==> src/rtl/loop_iter_gen.sv <==
// Nested-loop iteration sequencer: walks a programmed loop nest one innermost step per
// un-stalled cycle. Define LOOP_ITER_STALL_CNT_EN to add the stall_cycles counter output.
module loop_iter_gen #(
  parameter int LOOP_ID_W     = 5,
  parameter int NUM_MAX_LOOPS = 1 << LOOP_ID_W,
  parameter int ITER_W        = 16
) (
  input  logic                     clk,
  input  logic                     reset,
  input  logic                     cfg_loop_iter_v,
  input  logic [ITER_W-1:0]        cfg_loop_iter,
  input  logic                     block_done,
  input  logic                     start,
  input  logic                     stall,
  output logic [NUM_MAX_LOOPS:0]   iter_done,
  output logic                     busy,
`ifdef LOOP_ITER_STALL_CNT_EN
  output logic [31:0]              stall_cycles,
`endif
  output logic                     done
);

  typedef enum logic {IDLE, RUN} state_t;

  localparam logic [LOOP_ID_W:0] PTR_MAX = (LOOP_ID_W + 1)'(NUM_MAX_LOOPS);

  state_t                state_q, state_d;
  logic [LOOP_ID_W:0]    wr_ptr;
  logic [ITER_W-1:0]     tbl  [NUM_MAX_LOOPS];
  logic [ITER_W-1:0]     last [NUM_MAX_LOOPS];
  logic [ITER_W-1:0]     cnt  [NUM_MAX_LOOPS];
  logic                  step;
  logic                  start_ok;

  assign busy     = (state_q == RUN);
  assign start_ok = (state_q == IDLE) && start && !block_done;
  // Reset is folded in so no step or wrap is visible while reset is held.
  assign step     = (state_q == RUN) && !stall && !reset;

  // A programmed count of 0 behaves as 1, so its last index is 0 either way.
  always_comb begin
    for (int i = 0; i < NUM_MAX_LOOPS; i++) begin
      last[i] = (tbl[i] == '0) ? '0 : tbl[i] - ITER_W'(1);
    end
  end

  // NOTE: every output of a combinational block gets a default first, so no path leaves
  // a value unassigned and infers a latch.
  always_comb begin
    logic wrap;
    state_d   = state_q;
    iter_done = '0;
    wrap      = step;
    iter_done[NUM_MAX_LOOPS] = step;
    for (int i = NUM_MAX_LOOPS - 1; i >= 0; i--) begin
      wrap         = wrap && (cnt[i] == last[i]);
      iter_done[i] = wrap;
    end
    case (state_q)
      IDLE:    if (start_ok) state_d = RUN;
      RUN:     if (block_done || iter_done[0]) state_d = IDLE;
      default: state_d = IDLE;
    endcase
  end

  // NOTE: sequential state uses non-blocking assignments so every register samples
  // pre-edge values regardless of statement order.
  always_ff @(posedge clk) begin
    if (reset) begin
      state_q <= IDLE;
      done    <= 1'b0;
    end else begin
      state_q <= state_d;
      done    <= iter_done[0] && !block_done;
    end
  end

  // NOTE: the table and counters are small register arrays that must come out of reset
  // holding defined counts, so they are reset explicitly rather than mapped to RAM.
  always_ff @(posedge clk) begin
    if (reset || block_done) begin
      wr_ptr <= '0;
      for (int i = 0; i < NUM_MAX_LOOPS; i++) tbl[i] <= ITER_W'(1);
    end else if (cfg_loop_iter_v && !busy && wr_ptr != PTR_MAX) begin
      tbl[wr_ptr[LOOP_ID_W-1:0]] <= cfg_loop_iter;
      wr_ptr                     <= wr_ptr + (LOOP_ID_W + 1)'(1);
    end
  end

  always_ff @(posedge clk) begin
    if (reset || start_ok) begin
      for (int i = 0; i < NUM_MAX_LOOPS; i++) cnt[i] <= '0;
    end else if (step) begin
      for (int i = 0; i < NUM_MAX_LOOPS; i++) begin
        if (iter_done[i])          cnt[i] <= '0;
        else if (iter_done[i + 1]) cnt[i] <= cnt[i] + ITER_W'(1);
      end
    end
  end

`ifdef LOOP_ITER_STALL_CNT_EN
  always_ff @(posedge clk) begin
    if (reset || start_ok) begin
      stall_cycles <= '0;
    end else if (busy && stall && stall_cycles != '1) begin
      stall_cycles <= stall_cycles + 32'd1;
    end
  end
`endif

endmodule

==> config.mk <==
export PLATFORM = sky130hd
export DESIGN_NAME = loop_iter_gen
export DESIGN_NICKNAME = d
export VERILOG_FILES = /design/src/rtl/loop_iter_gen.sv
export SDC_FILE = /design/constraint.sdc
export NUM_CORES = 2
export LEC_CHECK = 0
export ABC_AREA = 1
export BUFFER_PORTS_ARGS = -buffer_cell sky130_fd_sc_hd__buf_2
export CAP_MARGIN = 20
export CORE_UTILIZATION = 35
export DETAILED_ROUTE_END_ITERATION = 10
export GPL_TIMING_DRIVEN = 0
export PLACE_DENSITY = 0.51
export SLEW_MARGIN = 20
export SYNTH_ARGS = -nofsm -noshare
export SYNTH_HDL_FRONTEND = slang
export SYNTH_SLANG_ARGS = --single-unit
==> constraint.sdc <==
create_clock -name clk -period 6.67 [get_ports clk]
set_input_delay 0.3335 -clock clk [delete_from_list [all_inputs] [get_ports clk]]
set_output_delay 0.3335 -clock clk [all_outputs]
set_load 0.02 [all_outputs]
# Word-level counts from Yosys, hierarchy flattened
# Memory sizes are Yosys's and may differ from the RTL's.
# Index checks and enable logic that the tools add are counted.
# word_totals
inputBits	22
ram_bits	1024
out_inout_bits	35
reg_bits	8
n_memories	2
word_cells	612
# memory_table
memory	depth	word_bits	read_ports	rd_clocked_by_memory_dff	write_ports	line_no	source
cnt	32	16	32	0	32	31	logic [ITER_W-1:0] cnt [NUM_MAX_LOOPS];
tbl	32	16	32	0	32	29	logic [ITER_W-1:0] tbl [NUM_MAX_LOOPS];
# op_classes
n_eq_ne	33
n_reduce_logical	79
bitwise	65
add_sub_neg	65
n_mux	365
# ops
cell	n
$mux 16	97
$add 16x1->16 const B	32
$eq 16x16->1	32
$logic_not 16->1	32
$sub 16x1->16 const B	32
$mux 1	266
$or 1x1->1	64
$logic_and 1x1->1	39
$reduce_or 16->1	1
$add 6x1->6 const B	1
$ne 6x6->1 const B	1
$mux 5	1
$logic_not 1->1	4
$logic_or 1x1->1	3
$pmux 1 s2	1
$not 1->1	1

# Longest topological paths before layout
# depth
depth_word	41
ltp_mapped	33
ltp_nobuf	32

# Worst setup path before layout
# Ideal clock, no wire load.
# synth_timing
path_kind	reg-to-reg
start	memory tbl[30][0]
end	memory cnt[3][0], in the netlist cnt[0][48], enable pin
path_stages_with_launch	29
period_less_slack_ns	5.555
n_path_buf	2
setup_time_ns	0.375
arrival_ns	5.180
t_required_ns	6.295
path_slack_ns	1.115
path_cell_list	edfxtp_1 > inv_1 > ha_1 > nand3_2 > nor2_2 > nand2_2 > buf_6 > nand4_1 > nand2_1 > nor4_2 > nand3_2 > nor2_4 > nand4_2 > nor2_4 > nand4_4 > nor2_4 > nand4_4 > nor2_4 > nand4_4 > nor2_4 > nand4_4 > nor2_4 > nand4_4 > nor2_4 > nand3_1 > inv_1 > nand2_1 > buf_2 > nand3_1
# synth_lines
item	line_no
start, declared	29
end, declared	31

==> results.cfg <==
[synthesis]
synth-seq-cells = 1032
ys_types = 68
synthesis.area_um2 = 67100
synth_sequential_area_ratio = 0.461
async_flop_share = 0
yosys_warnings = 0
synth_fp_nets = 8483
avgSynthCellArea_um2 = 7.99
postSynth.topFlopCell = sky130_fd_sc_hd__edfxtp_1
synth_enable_flop_cells = 1024
netlist_instances = 8392

[worst_setup_path]
regToRegSetupSlack_ns = 0.47
worstPathArrival_ns = 6.06
crit_type = reg2out
timing.rr.end = cnt[0][20]$_SDFFCE_PN0P_
worst_setup_path_end_kind = output pin
timing.critical_path.from_type = flip-flop
r2r.worst_path.cells = 33
worst_r2r_startpoint = tbl[31][13]$_SDFFCE_PN0P_
critical_path_required_ns = 6.34
worstPathMaxFanout = 10

[clock_network]
cts-buffers-inserted = 120
ctsRootBufferMaster = sky130_fd_sc_hd__clkbuf_16
cts_tree = yes
clock_tree.htree_level_count = 3
cts.clk_slew.worst_paths_ns = 0.06
maximum_clock_insertion_buffer_count = 3
clkLatencyLatePin_ns = 0.77
clkSinkCount = 1032

[floorplanning]
dieHeight_um = 440
start_util = 0.353
ioPinCount = 57
die_x_um = 440
fp-row-count = 160
dieArea_um2 = 193000
core_area_um2 = 190000

[grt]
grt_start_max_net_pins = 18
globalRouteOverflowTotal = 0
initial_antenna_violation_count = 1
grt_first_pass_wirelength_um = 288000
grt_pass1_vias = 52400
tot_gr_track_use = 0.187

[min_path]
min_path_type = in2reg
min_delay_worst_endpoint = tbl[20][6]$_SDFFCE_PN0P_
startpoint_of_the_lowest_slack_hold_path = cfg_loop_iter[6]
timing.hold.worst_path_depth = 3

[flow_run]
maxCapViolations = 0

[finish]
final_util = 0.398
filler_cell_count = 19500
area.growth.synth_to_final_pct = 12.7
post_layout_nonfiller_instances = 11200
num-nets-final = 8710
final_common_cell = sky130_fd_sc_hd__nor2_1
mostFrequentLayoutCells = sky130_fd_sc_hd__nor2_1 (1,671), sky130_fd_sc_hd__nand2_1 (1,539), sky130_fd_sc_hd__inv_1 (1,101), sky130_fd_sc_hd__edfxtp_1 (1,024), sky130_fd_sc_hd__nand3_1 (601)
fraction_of_layout_cells_with_a_size_suffix_above_1 = 0.0728

[pwr]
power_density_nw_per_um2 = 217
worst_supply_voltage_drop_on_vdd_uv = 203
report.power.total_w = 0.0164
static_leak_nw = 31.4

[drt]
ant_nets = 0
drt_pre_antenna_iters = 8
routed_via_density = 4.90
drt_drc_violations_left = 0
1st_iter_drt_viols = 3880
finalWirelength_um = 184000
via_count = 55100
route.detailed.wl_per_inst_um = 16.3

[timing]
totalNegativeSetupSlack_ns = 0
max_slew.worst_pin.slew_ns = 1.23
timing.slew.headroom = 0.178
grt_setup_unrepaired = true
finalCritPeriodShare = 0.959
setup-violations-final = 0
timing_hold_violations_final = 0
peak_clock_frequency_supported_by_timing_ghz = 0.156
post-route-min-period_ns = 6.40
timing_max_transition_violations_final = 0
finalClockSkew_ns = 0.0350

[placement]
portBuffers = 56
dpl.cell_count = 11000
dp.final_hpwl_um = 135000
global_placer_s_final_weighted_congestion = 0.879

[status]
status = complete, no violations
## worst max-delay path, stage by stage (launching register included)
cell and delay (ns):
sky130_fd_sc_hd__edfxtp_1 0.36, sky130_fd_sc_hd__inv_1 0.10, sky130_fd_sc_hd__ha_1 0.19, sky130_fd_sc_hd__nand2_1 0.12, sky130_fd_sc_hd__nor4_2 0.29, sky130_fd_sc_hd__nand4_1 0.47, sky130_fd_sc_hd__clkbuf_1 0.36, sky130_fd_sc_hd__nand2_1 0.14
sky130_fd_sc_hd__xor2_1 0.20, sky130_fd_sc_hd__nand2_1 0.08, sky130_fd_sc_hd__nor4_1 0.23, sky130_fd_sc_hd__and3_1 0.37, sky130_fd_sc_hd__nand4_4 0.19, sky130_fd_sc_hd__nor2_4 0.19, sky130_fd_sc_hd__nand4_4 0.18, sky130_fd_sc_hd__nor2_4 0.20
sky130_fd_sc_hd__nand4_4 0.16, sky130_fd_sc_hd__nor2_4 0.20, sky130_fd_sc_hd__nand4_4 0.19, sky130_fd_sc_hd__nor2_4 0.20, sky130_fd_sc_hd__nand4_4 0.15, sky130_fd_sc_hd__nor2_8 0.22, sky130_fd_sc_hd__nand3_4 0.20, sky130_fd_sc_hd__inv_2 0.13
sky130_fd_sc_hd__buf_6 0.12
## metal layers
metal / track usage / wire length, um / vias to the layer above
li1: - / - / 28100
met1: 0.254 / 85300 / 25800
met2: 0.316 / 86600 / 943
met3: 0.0246 / 7810 / 189
met4: 0.0439 / 3910 / 0
met5: 0 / 0 / -
## repair_timing
item                                   4_1_cts  5_1_grt
endpoints found under the hold margin        1        0
setup endpoints to repair                  122      100
pin swaps                                   26       13
hold buffers                                 3        0
gates resized for setup                     63       17
setup buffers                               31        5
## report_power, final
group / internal (W) / total [W] / switching [W]
registers: 0.00743 / 0.00774 / 0.000305
clock network: 0.00420 / 0.00714 / 0.00294
logic: 0.000483 / 0.00149 / 0.00101
## sequential cells by signal, indices dropped and copies added, names as in the netlist
name and count:
cnt 512, busy 1, wr_ptr 6, done 1, tbl 512
## cells by family after synthesis
kind of cell	count (synthesis)	synth area share
compound gates	381	0.0315
xor+xnor	678	0.0885
fa+ha+maj	69	0.0129
buf+inv	1286	0.0728
flops	1032	0.461
mux	3	0.000466
simple gates	4943	0.333
## metrics by stage
stage	hold slack, ns	cell area, um^2	worst slack, ns
floorplan	0.403	67100	1.12
detailed placement	0.466	70700	-1.11
CTS	0.0230	75500	0.00303
global placement	0.456	70500	-4.25
global route	0.0327	75600	-0.0406
finish	0.0734	75600	0.274
## synth_stat cells, drive strengths merged, types with 5 or more instances
cell	count	area, um^2
a211oi	8	60.1
and2	8	50.1
nor2	1731	6720
nand3b	55	413
xor2	519	4550
nor3b	141	1060
nand2	1548	5830
nand4	226	1520
a31oi	17	106
edfxtp	1024	30700
a21oi	167	836
xnor2	159	1390
clkbuf	139	522
or2	141	882
ha	69	863
and3b	6	52.6
nor4b	8	70.1
dfxtp	8	160
nor4	106	728
o2111ai	6	52.6
a2111oi	5	43.8
o21ai	132	661
or3	9	56.3
inv	1122	4210
buf	21	133
nand3	615	3130
o21bai	15	113
and3	17	106
o31ai	7	52.6
nor3	324	1660
## worst max-delay path by stage
stage,endpoint,startpoint,slack [ns]
after floorplan,cnt[0][48]$_SDFFCE_PN0P_,tbl[30][0]$_SDFFCE_PN1P_,1.12
after global placement,cnt[0][16]$_SDFFCE_PN0P_,busy$_SDFF_PP0_,-4.25
after detailed placement,cnt[0][50]$_SDFFCE_PN0P_,tbl[31][0]$_SDFFCE_PN1P_,-1.11
after CTS,iter_done[0],tbl[27][0]$_SDFFCE_PN1P_,0.003
after global routing,iter_done[0],tbl[27][0]$_SDFFCE_PN1P_,-0.04
final,iter_done[0],tbl[21][0]$_SDFFCE_PN1P_,0.27
## area by class of cell
cell class / instances / area (um^2) / area share
Multi-Input combinational cell: 6074 / 31700 / 0.419
Tap cell: 2511 / 3140 / 0.0415
Timing Repair Buffer: 105 / 748 / 0.00990
Clock buffer: 130 / 3080 / 0.0408
Buffer: 160 / 703 / 0.00930
Antenna cell: 2 / 5.00 / 0.0000662
Sequential cell: 1032 / 30900 / 0.409
Clock inverter: 97 / 1130 / 0.0150
Inverter: 1126 / 4230 / 0.0559
(Power assumes the default switching activity.)
